==> src/rtl/param_shift_add_mult.sv <==
// ---------------------------------------------------------------------------
// param_shift_add_mult
//
// Sequential shift-add multiplier. Operands are captured on a start
// handshake, one add-and-shift iteration runs per clock for WIDTH clocks,
// then one fix-up cycle applies the sign for two's-complement mode before
// the product register is written and a one-cycle done pulse is raised.
//
// Signed mode works on magnitudes: both operands are made non-negative at
// capture, multiplied unsigned, and the product is negated at the end when
// exactly one operand was negative.
//
// Ports:
//   i_CLK     in   1        clock, rising edge
//   i_RESET   in   1        asynchronous active-low reset
//   i_START   in   1        request a multiplication
//   i_A       in   WIDTH    multiplicand, captured on the accepting edge
//   i_B       in   WIDTH    multiplier, captured on the accepting edge
//   i_SIGNED  in   1        1 = two's-complement operands and product
//   o_BUSY    out  1        high while an operation is in flight
//   o_DONE    out  1        one-cycle pulse, o_P has just been written
//   o_P       out  2*WIDTH  product register, held until the next result
// ---------------------------------------------------------------------------
module param_shift_add_mult #(
    parameter int WIDTH = 4
) (
    input  logic                 i_CLK,
    input  logic                 i_RESET,
    input  logic                 i_START,
    input  logic [WIDTH-1:0]     i_A,
    input  logic [WIDTH-1:0]     i_B,
    input  logic                 i_SIGNED,
    output logic                 o_BUSY,
    output logic                 o_DONE,
    output logic [2*WIDTH-1:0]   o_P
);

    localparam int             CW   = (WIDTH > 2) ? $clog2(WIDTH) : 1;
    localparam logic [CW-1:0]  LAST = CW'(WIDTH - 1);

    typedef enum logic [1:0] {
        S_IDLE,
        S_CALC,
        S_FIX,
        S_DONE
    } state_t;

    state_t             state;
    logic [WIDTH-1:0]   m;
    logic [WIDTH-1:0]   q;
    logic [WIDTH:0]     acc;
    logic [CW-1:0]      count;
    logic               neg;

    // Magnitude of an operand; the most-negative value maps to 2^(WIDTH-1),
    // which still fits as an unsigned WIDTH-bit number.
    function automatic logic [WIDTH-1:0] magnitude(input logic [WIDTH-1:0] v,
                                                   input logic             sgn);
        return (sgn && v[WIDTH-1]) ? -v : v;
    endfunction

    logic [WIDTH-1:0]   cap_m;
    logic [WIDTH-1:0]   cap_q;
    logic               cap_neg;
    logic               accept;
    logic [WIDTH-1:0]   addend;
    logic [WIDTH:0]     sum;
    logic [2*WIDTH-1:0] product;
    logic [2*WIDTH-1:0] product_fix;

    // NOTE: every signal assigned here gets a value on every path, so no latch is inferred.
    always_comb begin
        cap_m       = magnitude(i_A, i_SIGNED);
        cap_q       = magnitude(i_B, i_SIGNED);
        cap_neg     = i_SIGNED & (i_A[WIDTH-1] ^ i_B[WIDTH-1]);
        // The DONE cycle closes the operation; a start seen at its closing
        // edge begins the next one back-to-back.
        accept      = i_START && ((state == S_IDLE) || (state == S_DONE));
        addend      = q[0] ? m : '0;
        sum         = acc + {1'b0, addend};
        product     = {acc[WIDTH-1:0], q};
        product_fix = neg ? -product : product;
    end

    // NOTE: all state uses non-blocking assignments so every register samples pre-edge values.
    always_ff @(posedge i_CLK or negedge i_RESET) begin
        if (!i_RESET) begin
            // NOTE: the datapath registers are reset too, so no stale operand survives an abort.
            state  <= S_IDLE;
            m      <= '0;
            q      <= '0;
            acc    <= '0;
            count  <= '0;
            neg    <= 1'b0;
            o_P    <= '0;
            o_BUSY <= 1'b0;
            o_DONE <= 1'b0;
        end else if (accept) begin
            m      <= cap_m;
            q      <= cap_q;
            acc    <= '0;
            count  <= '0;
            neg    <= cap_neg;
            state  <= S_CALC;
            o_BUSY <= 1'b1;
            o_DONE <= 1'b0;
        end else begin
            case (state)
                S_IDLE: begin
                    o_BUSY <= 1'b0;
                    o_DONE <= 1'b0;
                end
                S_CALC: begin
                    // {acc,q} <= {sum,q} >> 1: the sum LSB drops into the
                    // multiplier register as the consumed bit shifts out.
                    acc   <= {1'b0, sum[WIDTH:1]};
                    q     <= {sum[0], q[WIDTH-1:1]};
                    count <= count + CW'(1);
                    if (count == LAST) begin
                        state <= S_FIX;
                    end
                end
                S_FIX: begin
                    o_P    <= product_fix;
                    o_DONE <= 1'b1;
                    state  <= S_DONE;
                end
                S_DONE: begin
                    o_DONE <= 1'b0;
                    o_BUSY <= 1'b0;
                    state  <= S_IDLE;
                end
                default: begin
                    o_DONE <= 1'b0;
                    o_BUSY <= 1'b0;
                    state  <= S_IDLE;
                end
            endcase
        end
    end

endmodule
==> config.mk <==
export PLATFORM = sky130hd
export DESIGN_NAME = param_shift_add_mult
export DESIGN_NICKNAME = d
export VERILOG_FILES = /design/src/rtl/param_shift_add_mult.sv
export SDC_FILE = /design/constraint.sdc
export NUM_CORES = 1
export LEC_CHECK = 0
export CAP_MARGIN = 30
export CORE_UTILIZATION = 49
export DETAILED_ROUTE_END_ITERATION = 8
export PLACE_DENSITY_LB_ADDON = 0.25
export SLEW_MARGIN = 20
export SYNTH_ARGS = -nofsm -noshare
export SYNTH_HDL_FRONTEND = slang
export SYNTH_SLANG_ARGS = --single-unit
==> constraint.sdc <==
create_clock -name i_CLK -period 1.45 [get_ports i_CLK]
set_input_delay 0.2175 -clock i_CLK [delete_from_list [all_inputs] [get_ports i_CLK]]
set_output_delay 0.2175 -clock i_CLK [all_outputs]
set_load 0.005 [all_outputs]
======== Word-level counts from Yosys, hierarchy flattened ========
Cells that the tools add are included.
operators by class
  equality and inequality tests ........... 5
  $add $sub $neg .......................... 5
  reduce and logical (&&, ||, !) cells .... 12
  bitwise gates (word level) .............. 3
  muxes and demuxes ....................... 17
operators by type and width
  cell                   number
  $mux W4                5
  $mux W5                2
  $mux W2                4
  $mux W8                1
  $neg A4 Y4             2
  $neg A8 Y8             1
  $eq A2 B2 Y1 const B   3
  $pmux W2 S3            1
  $add A5 B4 Y5          1
  $reduce_and A2 Y1      2
  $reduce_bool A2 Y1     2
  $reduce_bool A4 Y1     1
  $logic_and A1 B1 Y1    3
  $mux W1                3
  $ne A3 B3 Y1 const B   1
  $reduce_bool A3 Y1     1
  $add A2 B1 Y2 const B  1
  $eq A2 B1 Y1 const B   1
  $logic_not A2 Y1       1
  $pmux W1 S2            1
  $reduce_or A2 Y1       1
  $and A1 B1 Y1          1
  $logic_or A1 B1 Y1     1
  $not A1 Y1             1
  $xor A1 B1 Y1          1
word-level totals
  logic and storage cells ................. 51
  register bits after elaboration ......... 28
  input bits .............................. 12
  output and inout bits ................... 10

======== Logic depth before layout (Yosys ltp) ========
  depth after elaboration ................. 5
  mapped depth ............................ 8

======== Least setup slack after synthesis ========
Ideal clock, no wire load.
  kind .................................... register -> register
  from .................................... register q[0]
  to ...................................... register acc[1]
  data required time ...................... 1,325 ps
  period minus slack after synthesis ...... 1,575 ps
  library setup time ...................... 125 ps
  data arrival time ....................... 1,450 ps
  slack ................................... -125 ps
  stages on the path, launching flop included .. 9
  cell sequence ........................... dfrtp_1 -> buf_2 -> and2_1 -> ha_1 -> inv_1 -> fa_1 -> xnor2_1 -> mux2i_1 -> a21oi_1
on the way
  cells in the longest elaborated chain, start to end .. 4
RTL lines
  element                 line  text
  start, declared         50    logic [WIDTH-1:0] q;
  start signal, assigned  100   q <= cap_q;
  start signal, assigned  117   q <= {sum[0], q[WIDTH-1:1]};
  $mux W4                 79    addend = q[0] ? m : '0;
  $add A5 B4 Y5           80    sum = acc + {1'b0, addend};
  $mux W5                 108   case (state)
  $mux W5                 98    end else if (accept) begin
  end signal, assigned    116   acc <= {1'b0, sum[WIDTH:1]};
  end, declared           51    logic [WIDTH:0] acc;
No other way between the ends. The select of a mux whose other input is x is not followed.
A chain may end at the register's enable or synchronous reset.

======== Worst setup path after layout ========
  from .................................... register q[0]
  to ...................................... register acc[0]
Same word-level chain as after synthesis.

==> flow_metrics.tcl <==
set metrics [dict create \
    final_util 0.704 \
    rsz0062_at_grt "true" \
    switchingPower_mw 1.85 \
    swShare 0.412 \
    ys_ff_latch 27 \
    drtAntennaViolNets 0 \
    synth_top_area_share 0.413 \
    hold_class "input pin to async pin" \
    areaGrowthSynthToFinish_pct 33.8 \
    syn-instance-count 172 \
    timing.fmax_ghz 0.650 \
    skew_ps 2.50 \
    dp.cells 245 \
    critical_path_class "flop to flop" \
    syn_area_sq_um 1630 \
    critical_path_arrival_ps 1770 \
    setup_violations 4 \
    hold_violations 0 \
    drt_pass1_iterations 4 \
    clockPowerShare 0.076 \
    dr_total_vias 1400 \
    finalNetCount 238 \
    async_flop_share 1.00 \
    ir_worst_vdd_uv 810 \
    fill_cells 258 \
    clock_path_buffers 2 \
    p_comb_frac 0.608 \
    die_x_um 59.7 \
    p_total_mw 4.48 \
    ys_seq_area_frac 0.413 \
    drc 0 \
    crit_required_ps 1690 \
    synth-main-ff-cell "dfrtp_1" \
    slew_violations 0 \
    synth_top_area_cell "dfrtp_1" \
    grt_usage 0.213 \
    clock-sinks 27 \
    maxCapViolCount 0 \
    antenna_found_initial 0 \
    diodes 0 \
    htreeDepth 1 \
    whs_ps 230 \
    power_frac_seq 0.316 \
    port_buffers 21 \
    synth.avg_cell_area_sq_um 9.50 \
    cts_tree "done" \
    holdBufCountCts 0 \
    worst_pin_slew_ps 372 \
    power_density_nw_per_um2 2050 \
    p_leak_nw 1.06 \
    die_h_um 59.7 \
    vias_per_cell 5.45 \
    numCtsBuffers 3 \
    timing.final.crit_share 1.06 \
    final_cells 257 \
    initial_core_util 0.527 \
    clkLatencyLatePin_ps 330 \
    ys_warn_count 0 \
    grt_pass1_vias 1398 \
    grt_max_degree 28 \
    core-area_sq_um 3100 \
    startpoint_type "flop" \
    wl_per_cell_um 13.9 \
    dp_hpwl_um 2560 \
    p_int_mw 2.64 \
    outcome "complete, but fails checks" \
    end_kind "flop" \
    die_area_sq_um 3570 \
    drive_above_1_share 0.225 \
    worst-path-max-fanout 3 \
    violations "negative setup slack" \
    synthTopCellsByArea "dfrtp_1 41%, ha_1 8.4%, mux2i_1 4.9%, a21oi_1 4.0%, o21ai_0 3.7%" \
    root_buffer "clkbuf_4" \
    syn_nets 196 \
    max-slew-margin-rel 0.745 \
    rows 20 \
    io_pins 22 \
    grt_overflow 0 \
    yosys.cell_types.count 37 \
    wl_um 3560 \
    grt_pass1_wl_um 5770 \
    gp_congestion 0.858 \
    path_clk_slew_ps 160 \
    synth_edf_count 0 \
    period_minus_slack_ps 1540 \
    layout_setup_ws_ps -87.9 \
    drt_iter0_drc 46 \
]
-- per-stage QoR --
stage	setup slack, ps	cell area [sq um]	TNS, ps
after detailed placement	-73.6	1990	-210
after global routing	-161	2190	-566
after CTS	-87.2	2040	-146
after floorplan	-81.0	1660	-94.1
final	-87.9	2190	-232
after global placement	-21.4	1990	-21.4
-- power groups by stage --
stage | Clock [mW] | Combinational (mW) | Sequential (mW)
final | 0.342 | 2.72 | 1.42
after global placement | 0 | 2.27 | 1.37
after detailed placement | 0 | 2.36 | 1.40
after CTS | 0.338 | 2.41 | 1.39
after floorplan | 0 | 1.58 | 1.36
after global routing | 0.378 | 3.03 | 1.46
-- layer usage --
layer,track usage,wire [um]
met2,0.394,1950
met4,0.0864,51
met5,0,0
met3,0.0390,115
met1,0.237,1440
-- worst max-delay path, stage by stage, from the launching register on --
cell and delay, ps:
dfrtp_1 400, and2_4 150, ha_4 130, inv_2 30, fa_2 500, inv_1 30, mux2i_1 140, a21oi_1 60
-- registers in the layout (all words and copies together) (netlist names) --
| name | cells |
|---|---|
| state | 2 |
| count | 2 |
| o_P | 8 |
| m | 4 |
| o_BUSY | 1 |
| o_DONE | 1 |
| q | 4 |
| neg | 1 |
| acc | 4 |
-- Yosys cell counts (3+ instances only) --
cell type	n
dfrtp_1	27
inv_1	15
nand2_1	15
a21oi_1	13
o21ai_0	12
ha_1	11
mux2i_1	8
buf_2	6
nor2b_1	6
nor2_1	5
a31oi_1	4
nand3_1	4
xor2_1	4
and2_1	3
nand2b_1	3
nand3b_1	3
nand4_1	3
nor3_1	3
o31ai_1	3
xnor2_1	3
-- layout by cell type, fill, tap and decap left out, types with 6 or more instances in the layout --
master           count
dfrtp_1             27
buf_4               24
nand2_1             14
inv_1               13
o21ai_0             11
a21oi_1             11
clkdlybuf4s50_1     11
dlymetal6s2s_1      10
mux2i_1              8
nor2b_1              6
ha_1                 6
-- area by class of cell --
type                            instances  area (sq um)  area share
Timing Repair Buffer                   47           438       0.200
Tap cell                               44          55.1      0.0252
Clock buffer                            3          22.5      0.0103
Sequential cell                        27           676       0.309
Clock inverter                          1          5.00     0.00229
Multi-Input combinational cell        119           930       0.425
Inverter                               16          60.1      0.0275
-- final timing paths --
kind / cells after the start / slack, ps / endpoint / startpoint
max in group asynchronous: 2 / 970 / q[0] / i_RESET
min reg2reg: 2 / 510 / m[1] / m[1]
min in group i_CLK: 2 / 510 / m[1] / m[1]
max: 7 / -90 / acc[0] / q[0]
min: 2 / 230 / o_P[7] / i_RESET
max reg2reg: 7 / -90 / acc[0] / q[0]
-- cell families after synthesis --
kind of cell / Yosys count / synth area share
xor+xnor: 7 / 0.0375
fa+ha+maj: 12 / 0.0965
simple gates: 48 / 0.157
buf+inv: 26 / 0.0743
mux: 10 / 0.0628
compound gates: 42 / 0.158
flops: 27 / 0.413
-- repair_timing --
item,CTS,global route
gates cloned,0,0
pin swaps,3,2
setup buffers,1,7
resized for setup,3,23
endpoints found under the setup margin,5,22
No activity file was read; power rests on OpenSTA's default activity.
